[src/rtl/decoupler_fifo.sv]
// Circular-buffer DTI decoupler: registered ready/valid, explicit pointer wrap, synchronous flush.
// Define DECOUPLER_FIFO_LEVEL_EN to expose the occupancy count on level_o.
module decoupler_fifo #(
    parameter int DEPTH  = 2,
    parameter int W_DATA = 8
) (
    input  logic              clk_i,
    input  logic              rst_ni,
    input  logic              flush_i,
    input  logic [W_DATA-1:0] din_data_i,
    input  logic              din_valid_i,
    output logic              din_ready_o,
    output logic [W_DATA-1:0] dout_data_o,
    output logic              dout_valid_o,
    input  logic              dout_ready_i
`ifdef DECOUPLER_FIFO_LEVEL_EN
    ,
    output logic [$clog2(DEPTH+1)-1:0] level_o
`endif
);

    localparam int PW = (DEPTH > 1) ? $clog2(DEPTH) : 1;
    localparam int CW = $clog2(DEPTH + 1);

    if (DEPTH < 1 || DEPTH > 1024) begin : g_bad_depth
        $error("decoupler_fifo: DEPTH must be within 1..1024");
    end

    logic [W_DATA-1:0] mem_q [DEPTH];
    logic [PW-1:0]     wp_q, wp_d;
    logic [PW-1:0]     rp_q, rp_d;
    logic [CW-1:0]     cnt_q, cnt_d;
    logic              push, pop;

    // Pointers wrap at DEPTH-1 so non-power-of-two depths never alias.
    function automatic logic [PW-1:0] ptr_inc(input logic [PW-1:0] p);
        return (p == PW'(DEPTH - 1)) ? '0 : p + 1'b1;
    endfunction

    assign din_ready_o  = (cnt_q != CW'(DEPTH));
    assign dout_valid_o = (cnt_q != '0);
    assign dout_data_o  = mem_q[rp_q];
    assign push         = din_valid_i & din_ready_o;
    assign pop          = dout_valid_o & dout_ready_i;

`ifdef DECOUPLER_FIFO_LEVEL_EN
    assign level_o = cnt_q;
`endif

    always_comb begin
        wp_d  = wp_q;
        rp_d  = rp_q;
        cnt_d = cnt_q;
        if (flush_i) begin
            wp_d  = '0;
            rp_d  = '0;
            cnt_d = '0;
        end else begin
            if (push) begin
                wp_d = ptr_inc(wp_q);
            end
            if (pop) begin
                rp_d = ptr_inc(rp_q);
            end
            cnt_d = cnt_q + CW'(push) - CW'(pop);
        end
    end

    always_ff @(posedge clk_i) begin
        if (!rst_ni) begin
            wp_q  <= '0;
            rp_q  <= '0;
            cnt_q <= '0;
        end else begin
            wp_q  <= wp_d;
            rp_q  <= rp_d;
            cnt_q <= cnt_d;
        end
    end

    // Storage is never cleared; stale entries are unreachable once the pointers reset.
    always_ff @(posedge clk_i) begin
        if (rst_ni && !flush_i && push) begin
            mem_q[wp_q] <= din_data_i;
        end
    end

endmodule
[config.mk]
export PLATFORM = sky130hd
export DESIGN_NAME = decoupler_fifo
export DESIGN_NICKNAME = d
export VERILOG_FILES = /design/src/rtl/decoupler_fifo.sv
export SDC_FILE = /design/constraint.sdc
export NUM_CORES = 1
export LEC_CHECK = 0
export BUFFER_PORTS_ARGS = -buffer_cell sky130_fd_sc_hd__buf_2
export CORE_ASPECT_RATIO = 0.7
export CORE_MARGIN = 2
export CORE_UTILIZATION = 35
export CTS_CLUSTER_DIAMETER = 100
export DETAILED_ROUTE_END_ITERATION = 6
export PLACE_DENSITY = 0.61
export SLEW_MARGIN = 25
export SYNTH_ARGS = -nofsm -noshare
export SYNTH_HDL_FRONTEND = slang
export SYNTH_SLANG_ARGS = --single-unit
[constraint.sdc]
create_clock -name clk_i -period 2 [get_ports clk_i]
set_clock_uncertainty 0.2 [all_clocks]
set_input_delay 0.6 -clock clk_i [delete_from_list [all_inputs] [get_ports clk_i]]
set_output_delay 0.6 -clock clk_i [all_outputs]
set_load 0.02 [all_outputs]
Word level (Yosys, flattened, before mapping):

Memories as Yosys holds them, arrays and structs flattened. A register that Yosys moved wholly into a read port is not among the register bits.
Index checks and enable logic that the tools add are counted.

* bits in registers: 4
* bits in latches: 0
* bits in writable memories: 16
* ROM bits: 0
* bits of input ports: 13
* output and inout bits: 10
* word-level logic and storage cells: 23
* memories: 1

* add/sub/neg operators: 4
* multipliers: 0
* div/mod/pow operators: 0
* magnitude comparators: 0
* equality and inequality tests: 1
* shifts and indexed selects: 0
* mux-type cells: 6
* bitwise gates (word level): 3
* reduce and logical (&&, ||, !) cells: 5

Memory list
* mem_q: words 2, bits a word 8, rd ports 1, clocked after Yosys merged registers in 1, write ports 1, RTL line 29 `logic [W_DATA-1:0] mem_q [DEPTH];`

Operators with widths (number)
* 2-to-1 mux 1 bit: 6
* adder 1 bit, second input constant: 2
* adder 2 x 1 -> 2 bit: 1
* bitwise AND 1 bit: 2
* logical AND 1 bit: 2
* inequality test 2 bit, second input constant: 1
* nonzero test 2 bit: 1
* OR reduction 2 bit: 1
* subtractor 2 x 1 -> 2 bit: 1
* logical NOT 1 bit: 1
* inverter 1 bit: 1

Logic depth before layout (Yosys ltp):

* depth after elaboration: 5
* depth in mapped cells: 8
* depth with buffers taken out: 8

Least setup slack after synthesis:

No wires, ideal clock.

* path type: register to register
* from: reg cnt_q[0]
* to: reg cnt_q[1]
* library setup time: 0.058 ns
* arrival time: 1.654 ns
* required time: 1.742 ns
* path slack: 0.087 ns
* cell stages (with the launch flop): 9
* buffers on the path: 0
* period minus slack after synthesis: 1.913 ns
* cell sequence: dfxtp_1 nand2b_1 nand2_1 ha_1 inv_1 ha_1 xnor2_1 or3_1 nand2_1

* longest elaborated chain between the ends: 4
* elaborated cells between the ends (all ways): 6
* those cells by class: add/sub: 2; eq/ne: 1; bitwise: 2; reduce/logical: 1

Ends and longest elaborated chain
* start, declared: RTL line 32 `logic [CW-1:0] cnt_q, cnt_d;`
* start signal, assigned: RTL line 77 `cnt_q <= cnt_d;`
* inequality test 2 bit: RTL line 40 `assign din_ready_o = (cnt_q != CW'(DEPTH));`
* via din_ready_o: RTL line 12 `output logic din_ready_o,`
* bitwise AND 1 bit: RTL line 43 `assign push = din_valid_i & din_ready_o;`
* adder 2 x 1 -> 2 bit: RTL line 65 `cnt_d = cnt_q + CW'(push) - CW'(pop);`
* subtractor 2 x 1 -> 2 bit: RTL line 65

The timed path passes the listed nets, and every way through them passes these cells.
A chain may end at the register's enable or synchronous reset.

==> results.md <==
Outcome:
- The flow ran to the end, but the final reports show violations.
- The checks that failed: setup timing.

CTS:
- The maximum count of clock buffers along a single path is 2.
- The number of clock buffers added by TritonCTS is 3.
- The H-tree level count is 1.
- The tree is rooted in a sky130_fd_sc_hd__clkbuf_4.
- The clock tree from TritonCTS is built.
- The clock latency reported for the late side of the worst-skew pair is 0.29 ns.
- The number of hold-repair buffers added at the cts stage is 0.
- After clock tree synthesis, the clock-pin slew on the worst setup and hold paths is approximately 0.11 ns.
- Buffers added to address setup during post-CTS repair amount to 0.
- The TritonCTS sink count is 21.

Routing:
- The detailed router finished its first iteration with 2 violations.
- The vias after detailed routing is 498.
- The number of iterations in the first detailed-routing pass is 2.
- In the final routed layout, each cell accounts on average for between 10 and 15 microns.
- In the routed design, unresolved DRC markers number 0.
- The routed design has around 1200 microns of wire.
- After detailed routing, the number of vias per cell comes to around 4.4.
- The number of routed nets with antenna violations is 0.

Power:
- Power spread over the standard cell area amounts to just under 700 nW/um^2.
- For this design the static power due to leakage is between 0.0004 and 0.0005 uW.
- After layout, the design draws a total of roughly 770 uW.
- The cell-internal power is around 600 uW.
- The clock network is responsible for 25.3% of the overall power.
- Net switching is a little over a fifth of the power.
- The net switching power of the design is 162 uW.
- The maximum vdd drop is ~0.31 mV.
- The combinational cell fraction of total power is a little under an eighth.
- Sequential cells burn between 60 and 70% of the power.

STA:
- Setup total negative slack on the finished layout was measured at -0.00141 ns.
- The pin slew with the least headroom to its limit is between 0.15 and 0.2 ns.
- In this run the tightest slew margin relative to its limit is between 80% and 90%.
- Setup violations remaining at the end of the flow were counted as 4.
- The final critical path takes up 100% of the cycle.
- The least setup slack across all paths after layout is -0.000691 ns.
- The number of hold-slack violations in the final timing report is 0.
- The final critical delay including setup and external delays is 2.00 ns.
- The peak clock frequency supported by timing is ~500 MHz.
- The count of final max-slew check failures is 0.
- Setup repair after global routing could not meet its margin everywhere.

Critical path:
- The family with the most delay on the worst path is flip-flops.
- The maximum fanout encountered on the critical timing path is 8.
- The biggest cell delay along the critical path is ~0.45 ns.
- STA classifies the critical path startpoint as a flop.
- The path depth of the worst reg2reg path is 8.
- At the worst endpoint, the required time is 1.20 ns.
- Data arrives at the worst endpoint at ~1.2 ns.
- The critical path goes through mux2_4 > buf_6.
- In this run the critical register-to-register path is captured at cnt_q[1]$_SDFF_PP0_.
- STA classifies the critical path endpoint as a primary output.
- The buffers plus inverters on the worst setup path is 1.
- The worst register-to-register path begins at cnt_q[0]$_SDFF_PP0_.
- The critical-path cell with the highest stage delay is sky130_fd_sc_hd__dfxtp_4.
- The kind of critical path is flop to primary output.
- The flop-to-flop setup slack is 0.18 ns.

Logic synthesis:
- The synthesis warning total is 0.
- The count of cell types in the netlist is 18.
- Dividing the synthesized area by the synthesized cell count gives 15.6 sq um.
- Synthesis produced a netlist whose cell count is 53.
- Sequential cells were found to cover between 70% and 80% of the synthesized design area.
- In this run the cell area of the synthesized design comes to 826 sq um.
- The register bit total from synthesis is 21.
- The synthesized netlist net count is 68.

Die:
- In this run the vertical extent of the chip is between 40 and 50 microns.
- The total core area is 2190 sq um.
- The effective utilization at floorplan is a little under two fifths.
- The standard-cell row count is 14.
- The die covers ~2800 sq um.
- The die width is about 62 microns.
- The count of pins on the block boundary is 23.

Cells and area:
- The final layout contains 98 nets.
- The antenna cell count is 0.
- The share of cells above drive strength 1 is about half.
- The signed area change from the synthesized netlist to the final layout is 34.7%.
- The number of standard cells in the layout, taps in and fillers out is approximately 110.

Worst hold path:
- The startpoint identified for the worst hold timing path is wp_q$_SDFFE_PP0P_.
- Counting instances, the worst hold path has a depth of 1.
- The endpoint with the worst hold slack is wp_q$_SDFFE_PP0P_.
- The min-delay analysis places its worst path in the category flop to flop.

Global routing:
- Entering global routing, the biggest net connects 12 pins.
- The via count of the first global-routing pass came to ~500.
- The final global-route overflow total is 0.
- The first global-routing pass estimated 2010 microns of wire.
- The global router's overall resource usage is between 10% and 20%.
- The initial antenna violation count was 0.

Run:
- The number of max-capacitance violations reported is 0.

Placement:
- During placement, the flow inserted port buffers numbering 22.
- After detailed placement, the design holds a cell count of 110.
- The congestion estimate from routability-driven global placement came to 0.637.
-- sequential cells by signal, indices dropped and copies added (netlist names), named ones only --
register,cells
cnt_q,2
mem_q,16
rp_q,1
wp_q,1
-- cells by family (layout without fill, tap and decap cells) --
| family | Yosys count | after routing | share of synthesized area, % |
|---|---|---|---|
| buffers and inverters | 3 | 32 | 1.51 |
| adder cells (fa/ha/maj) | 2 | 2 | 3.03 |
| flip-flops | 21 | 21 | 70.3 |
| XOR/XNOR | 2 | 2 | 2.12 |
| AO/OA/AOI/OAI | 2 | 2 | 1.97 |
| multiplexers | 8 | 8 | 10.9 |
| AND/OR/NAND/NOR | 15 | 15 | 10.2 |
-- Yosys cell counts (all sizes together) --
cell type  instances  area [sq um]
edfxtp            16           480
mux2               8          90.1
dfxtp              5           100
nor2               5          18.8
ha                 2          25.0
inv                2          7.51
nand2              2          7.51
nand2b             2          20.0
nand3              2          10.0
xnor2              2          17.5
and2               1          6.26
and2b              1          8.76
buf                1          5.00
o21a               1          7.51
o2bb2ai            1          8.76
or2                1          6.26
or3                1          6.26
-- routing by layer --
| layer | track usage (%) | part of all wire [%] |
|---|---|---|
| met5 | 0 | 0 |
| met4 | 3.83 | 0 |
| met3 | 5.56 | 7.2 |
| met2 | 17.3 | 49 |
| met1 | 12.1 | 43 |
-- placed cells by master (no fill, tap or decap), types with 2 or more instances in the layout --
cell,instances
sky130_fd_sc_hd__clkbuf_4,3
sky130_fd_sc_hd__dfxtp_1,3
sky130_fd_sc_hd__nand3_1,2
sky130_fd_sc_hd__xnor2_1,2
sky130_fd_sc_hd__nor2_1,5
sky130_fd_sc_hd__inv_1,2
sky130_fd_sc_hd__nand2_1,2
sky130_fd_sc_hd__mux2_4,8
sky130_fd_sc_hd__buf_2,14
sky130_fd_sc_hd__edfxtp_1,16
sky130_fd_sc_hd__ha_1,2
sky130_fd_sc_hd__buf_6,8
sky130_fd_sc_hd__buf_4,4
-- through the flow --
stage	instance area (sq um)	hold WS [ns]	utilization, %	setup slack [ns]
CTS	1110	0.270	50.7	-0.0289
finish	1110	0.284	50.8	-0.000691
global route	1110	0.258	50.8	-0.0677
detailed placement	1000	0.268	45.7	-0.0558
global placement	1000	0.248	45.7	-0.0110
floorplan	826	0.237	-	0.0875
-- layout make-up --
type,count,area [sq um]
clock buffer,4,26.3
tap,32,40.0
inverter,2,7.51
multi-input combinational,29,263
fill,196,1080
sequential,21,586
timing repair buffer,26,190
-- worst max-delay path by stage --
| stage | to | slack [ns] | cells past startpoint |
|---|---|---|---|
| floorplan | cnt_q[1]$_SDFF_PP0_ | 0.09 | 8 |
| global placement | cnt_q[1]$_SDFF_PP0_ | -0.01 | 8 |
| detailed placement | cnt_q[1]$_SDFF_PP0_ | -0.06 | 8 |
| CTS | dout_data_o[3] | -0.03 | 2 |
| global route | dout_data_o[3] | -0.07 | 2 |
| finish | dout_data_o[5] | -0.0007 | 2 |
-- repair_timing --
action / 4_1_cts / 5_1_grt
pin swaps: 0 / 0
gates resized for setup: 26 / 1
setup endpoints to repair: 8 / 9
hold endpoints to repair: 0 / 0
-- power groups by stage --
stage	Sequential, uW	Combinational (uW)	Clock [uW]
2_1_floorplan	493	44.8	0
3_3_place_gp	496	73.4	0
3_5_place_dp	496	74.5	0
4_1_cts	486	87.6	206
5_1_grt	488	95.3	228
6_report	486	86.6	194
Note: power is estimated with default switching activity, not from simulation.
